$ cat config.mk
export PLATFORM = sky130hd
export DESIGN_NAME = seven_bit_operand_loader
export DESIGN_NICKNAME = d
export VERILOG_FILES = /design/src/rtl/seven_bit_operand_loader.sv
export SDC_FILE = /design/constraint.sdc
export NUM_CORES = 1
export LEC_CHECK = 0
export BUFFER_PORTS_ARGS = -buffer_cell sky130_fd_sc_hd__buf_2
export CAP_MARGIN = 20
export CORE_UTILIZATION = 25
export CTS_CLUSTER_DIAMETER = 30
export DETAILED_ROUTE_END_ITERATION = 6
export PLACE_DENSITY = 0.39
export SYNTH_ARGS = -nofsm -noshare
export SYNTH_HDL_FRONTEND = slang
export SYNTH_SLANG_ARGS = --single-unit
$ cat constraint.sdc
create_clock -name clk -period 1.9 [get_ports clk]
set_input_delay 0.19 -clock clk [delete_from_list [all_inputs] [get_ports clk]]
set_output_delay 0.19 -clock clk [all_outputs]
set_load 0.1 [all_outputs]
$ cat src/rtl/seven_bit_operand_loader.sv
// Loads two 7-bit adder operands from a 4-bit switch bank, one segment per
// pushbutton, with per-button synchronization and debouncing.
module seven_bit_operand_loader #(
  parameter int DEBOUNCE_CYCLES = 16
) (
  input  logic       clk,
  input  logic       rst,
  input  logic       PB1,
  input  logic       PB2,
  input  logic       PB3,
  input  logic       PB4,
  input  logic [3:0] Y,
  output logic [6:0] A,
  output logic [6:0] B,
  output logic [3:0] load_mask,
  output logic       operands_valid,
  output logic       load_pulse
);

  localparam int CW = $clog2(DEBOUNCE_CYCLES);
  localparam logic [CW-1:0] CNT_LAST = CW'(DEBOUNCE_CYCLES - 1);

  logic [3:0]    pb_raw;
  logic [3:0]    sync1;
  logic [3:0]    sync2;
  logic [3:0]    db;
  logic [3:0]    press;
  logic [CW-1:0] cnt [4];

  assign pb_raw = {PB4, PB3, PB2, PB1};

  // Two-flop synchronizer per button; only sync2 feeds downstream logic.
  always_ff @(posedge clk or posedge rst) begin
    if (rst) begin
      sync1 <= '0;
      sync2 <= '0;
    end else begin
      sync1 <= pb_raw;
      sync2 <= sync1;
    end
  end

  // Debounce: the counter holds how many consecutive edges the synchronized
  // level has disagreed with db; on the DEBOUNCE_CYCLES-th such edge db flips.
  always_ff @(posedge clk or posedge rst) begin
    if (rst) begin
      db <= '0;
      for (int i = 0; i < 4; i++) cnt[i] <= '0;
    end else begin
      for (int i = 0; i < 4; i++) begin
        if (sync2[i] == db[i]) begin
          cnt[i] <= '0;
        end else if (cnt[i] == CNT_LAST) begin
          db[i]  <= sync2[i];
          cnt[i] <= '0;
        end else begin
          cnt[i] <= cnt[i] + CW'(1);
        end
      end
    end
  end

  // A press completes on the edge where db is about to rise.
  always_comb begin
    press = '0;
    for (int i = 0; i < 4; i++) begin
      press[i] = sync2[i] & ~db[i] & (cnt[i] == CNT_LAST);
    end
  end

  always_ff @(posedge clk or posedge rst) begin
    if (rst) begin
      A          <= '0;
      B          <= '0;
      load_mask  <= '0;
      load_pulse <= 1'b0;
    end else begin
      if (press[0]) A[3:0] <= Y;
      if (press[1]) A[6:4] <= Y[2:0];
      if (press[2]) B[3:0] <= Y;
      if (press[3]) B[6:4] <= Y[2:0];
      // A load after a complete set starts a fresh set from this load alone.
      if (|press) begin
        load_mask <= (operands_valid ? 4'b0000 : load_mask) | press;
      end
      load_pulse <= |press;
    end
  end

  assign operands_valid = &load_mask;

endmodule

-- Word level (Yosys, flattened, before mapping)
Cells that the tools add are included.
- add/sub/neg operators: 4
- multipliers: 0
- div/mod/pow operators: 0
- $lt $le $gt $ge: 0
- equality and inequality tests: 8
- shift-type cells: 0
- multiplexer cells: 9
- bitwise gates (word level): 17
- reduce and logical (&&, ||, !) cells: 6
- operators with widths (cell ; count):
    $mux 4 ; 9
    $add 4x1->4 const B ; 4
    $eq 4x4->1 const B ; 4
    $and 1x1->1 ; 8
    $not 1->1 ; 8
    $reduce_and 2->1 ; 4
    $eq 1x1->1 ; 4
    $or 4x4->4 ; 1
    $reduce_and 4->1 ; 1
    $reduce_or 4->1 ; 1
- register bits after elaboration: 47
- latch bits: 0
- bits in writable memories: 0
- ROM bits: 0
- bits of input ports: 10
- logic and storage cells: 60
- memories kept: 0

-- Longest topological paths before layout
- depth in word-level cells: 4
- mapped depth: 5
- mapped depth without buffers: 5

-- Worst setup path after synthesis
Ideal clock, no wire load.
- path type: flip-flop to output port
- from: register load_mask[0]
- to: output port operands_valid
- data arrival time: 1.916 ns
- path slack: -0.206 ns
- stages on the path, launching flop included: 3
- path buffers: 0
- cells stage by stage: dfrtp_1 > nand4_1 > inv_1
- word-level cells in the longest chain between the ends: 1
- ends and longest elaborated chain (element ; line ; source):
    start: declaration ; 15 ; output logic [3:0] load_mask,
    start signal: assignment ; 84 ; load_mask <= (operands_valid ? 4'b0000 : load_mask) | press;
    $reduce_and 4->1 ; 90 ; assign operands_valid = &load_mask;
    end: declaration ; 16 ; output logic operands_valid,
No other way between the ends.

-- Final worst setup path
Same ends and word-level chain as after synthesis.

==> results.cfg <==
[cells_and_area]
ff_latch_area_sq_um = 1180
layout_common_cells = 44 x dfrtp_1, 29 x buf_2, 18 x mux2_2, 12 x inv_1
final_common_cell = dfrtp_1
multi_input_area_sq_um = 672
drive_above_1_share = 0.351
diodes = 0
nets = 202
syn_to_final_growth_pct = 23.2
fin_area_sq_um = 2340
fillers = 766

[die]
initial_utilization = 0.261
die_h_microns = 89.2
core_region_area_sq_um = 7290
dieArea_sq_um = 7950
num_rows = 31
dieWidth_microns = 89.2
io_pins = 30

[yosys]
yosys-top-cells-area = dfrtp_1 62%, mux2_2 11%, ha_1 5.3%
yosysUniqueCellTypes = 16
avgSynthCellArea_sq_um = 13.5
ys_warn_count = 0
syn_inst = 141
syn_area_sq_um = 1900
yosys.area.top_type = dfrtp_1
synth_nets = 159
ys_ff_latch = 47
ys_seq_area_frac = 0.619
yosysTopAreaCellShare = 0.619

[hold_path]
hold_class = primary input to register
min_from = Y[3]

[setup_path]
required_ns = 1.71
crit_start = load_mask[0]$_DFFE_PP0P_
worstReg2RegStart = cnt[8]$_DFF_PP0_
setup.worst_path.end_class = primary output
crit_arrival_ns = 1.49
start_kind = register
critPathKind = register to primary output
path_max_fanout = 5

[sta]
finalCritPeriodShare = 0.883
finClkSkew_ns = 0.00729
fmax_mhz = 596
relSlewSlack = 0.634
worstMarginPinSlew_ns = 0.548
rsz0062_at_grt = no
hold_viol = 0
tns_ns = 0
setup-violations-final = 0
drv_slew = 0
layout_min_cycle_time_ns = 1.68
fin_ws_ns = 0.222

[status]
outcome = completed

[drt]
drtIter0Drc = 63
first_pass_iters = 4
vias_per_cell = 4.31
totalWireLength_microns = 3770
ant_nets = 0
route.vias.total = 1225
routedWlPerCell_microns = 13.3
drc = 0

[cts]
post_cts_buffers = 0
cts_buffer_depth = 2
cts.htree.levels = 2
cts_root_buf = clkbuf_8
numCtsBuffers = 5
path_clk_slew_ns = 0.09
clk_latency_ns = 0.30
cts_tree = yes
cts_sinks = 47

[global_routing]
track_usage = 0.109
grt.overflow.total = 0
antenna_found_initial = 0
grt_max_degree = 26
grt_pass1_wl_microns = 6130
grt_pass1_vias = 1207

[power_and_ir_drop]
intPower_w = 0.00144
clkPwrFrac = 0.330
power.net_switching_w = 0.000543
p_seq_frac = 0.545
swShare = 0.273
power_density_nw_per_um2 = 848
ir_worst_vdd_v = 0.000279
power.leakage_nw = 1.06
p_comb_frac = 0.126

[place]
placed_area_sq_um = 2190
io_buffers = 29
place_hpwl_microns = 2810
dp_slack_ns = 0.480
globalplace.congestion = 0.738

[flow_run]
cap_violations = 0
[logic make-up (layout without fill, tap and decap cells)]
kind of cell,Yosys count,count (layout),share of synthesized area
flops,47,47,0.619
simple gates,30,30,0.120
compound gates,20,20,0.0553
mux,18,18,0.107
buf+inv,14,58,0.0276
fa+ha+maj,8,8,0.0527
xor+xnor,4,4,0.0184
[synthesized netlist by cell type, drive strengths merged]
cell    count
o21ai       8
inv        14
nand4b      4
xnor2       4
nand4       6
a21oi       8
nand3       4
mux2       18
a31oi       4
dfrtp      47
ha          8
nor2b       4
nor2        8
nor3b       4
[per-stage QoR]
step / utilization / hold slack, ns / cells / total power (W)
floorplan: - / 0.221 / 141 / 0.00128
global placement: 0.301 / 0.263 / 271 / 0.00134
detailed placement: 0.301 / 0.274 / 271 / 0.00135
CTS: 0.320 / 0.00136 / 283 / 0.00202
global route: 0.321 / 0.129 / 284 / 0.00209
finish: 0.321 / 0.142 / 284 / 0.00199
[flip-flops by register name, indices dropped and copies added (netlist names)]
signal      flops
A               7
cnt            16
db              4
load_pulse      1
sync2           4
B               7
load_mask       4
sync1           4
[power by group through the flow]
| stage | combinational (W) | clock, W | sequential (W) |
|---|---|---|---|
| 6_report | 0.000250 | 0.000655 | 0.00108 |
| 5_1_grt | 0.000267 | 0.000731 | 0.00109 |
| 4_1_cts | 0.000253 | 0.000680 | 0.00108 |
| 3_5_place_dp | 0.000246 | 0 | 0.00110 |
| 3_3_place_gp | 0.000240 | 0 | 0.00110 |
| 2_1_floorplan | 0.0000781 | 0 | 0.00121 |
[worst max-delay path, cell delays in order (launching register included)]
cell	delay [ns]
dfrtp_2	0.39
nand4_1	0.24
clkinvlp_4	0.14
buf_2	0.42
[worst paths after layout]
kind                                       to  slack (ns)  depth (start not counted)
setup / recovery               operands_valid        0.22                          3
hold / removal               A[3]$_DFFE_PP0P_        0.14                          2
setup reg to reg             A[5]$_DFFE_PP0P_        0.47                          3
hold reg to reg            sync2[3]$_DFF_PP0_        0.35                          0
max in group asynchronous    A[5]$_DFFE_PP0P_        0.84                          4
min in group asynchronous   db[2]$_DFFE_PP0P_        0.48                          3
[metal layers]
metal	wire length, microns	up-vias	track usage
li1	-	582	-
met1	1650	615	0.128
met2	1900	23	0.180
met5	0	-	0
met3	149	5	0.0379
met4	69	0	0.0476
[area by class of cell]
| class | count | share of cell area |
|---|---|---|
| repair buffers | 36 | 0.0897 |
| multi-input cells | 80 | 0.287 |
| clock buffers | 8 | 0.0427 |
| inverters | 14 | 0.0240 |
| flip-flops and latches | 47 | 0.504 |
| well taps | 99 | 0.0529 |
[timing repair]
action,4_1_cts,5_1_grt
endpoints found under the hold margin,26,1
hold buffers,4,1
setup endpoints to repair,0,0
gates resized for setup,0,0
No activity file was read; power rests on OpenSTA's default activity.
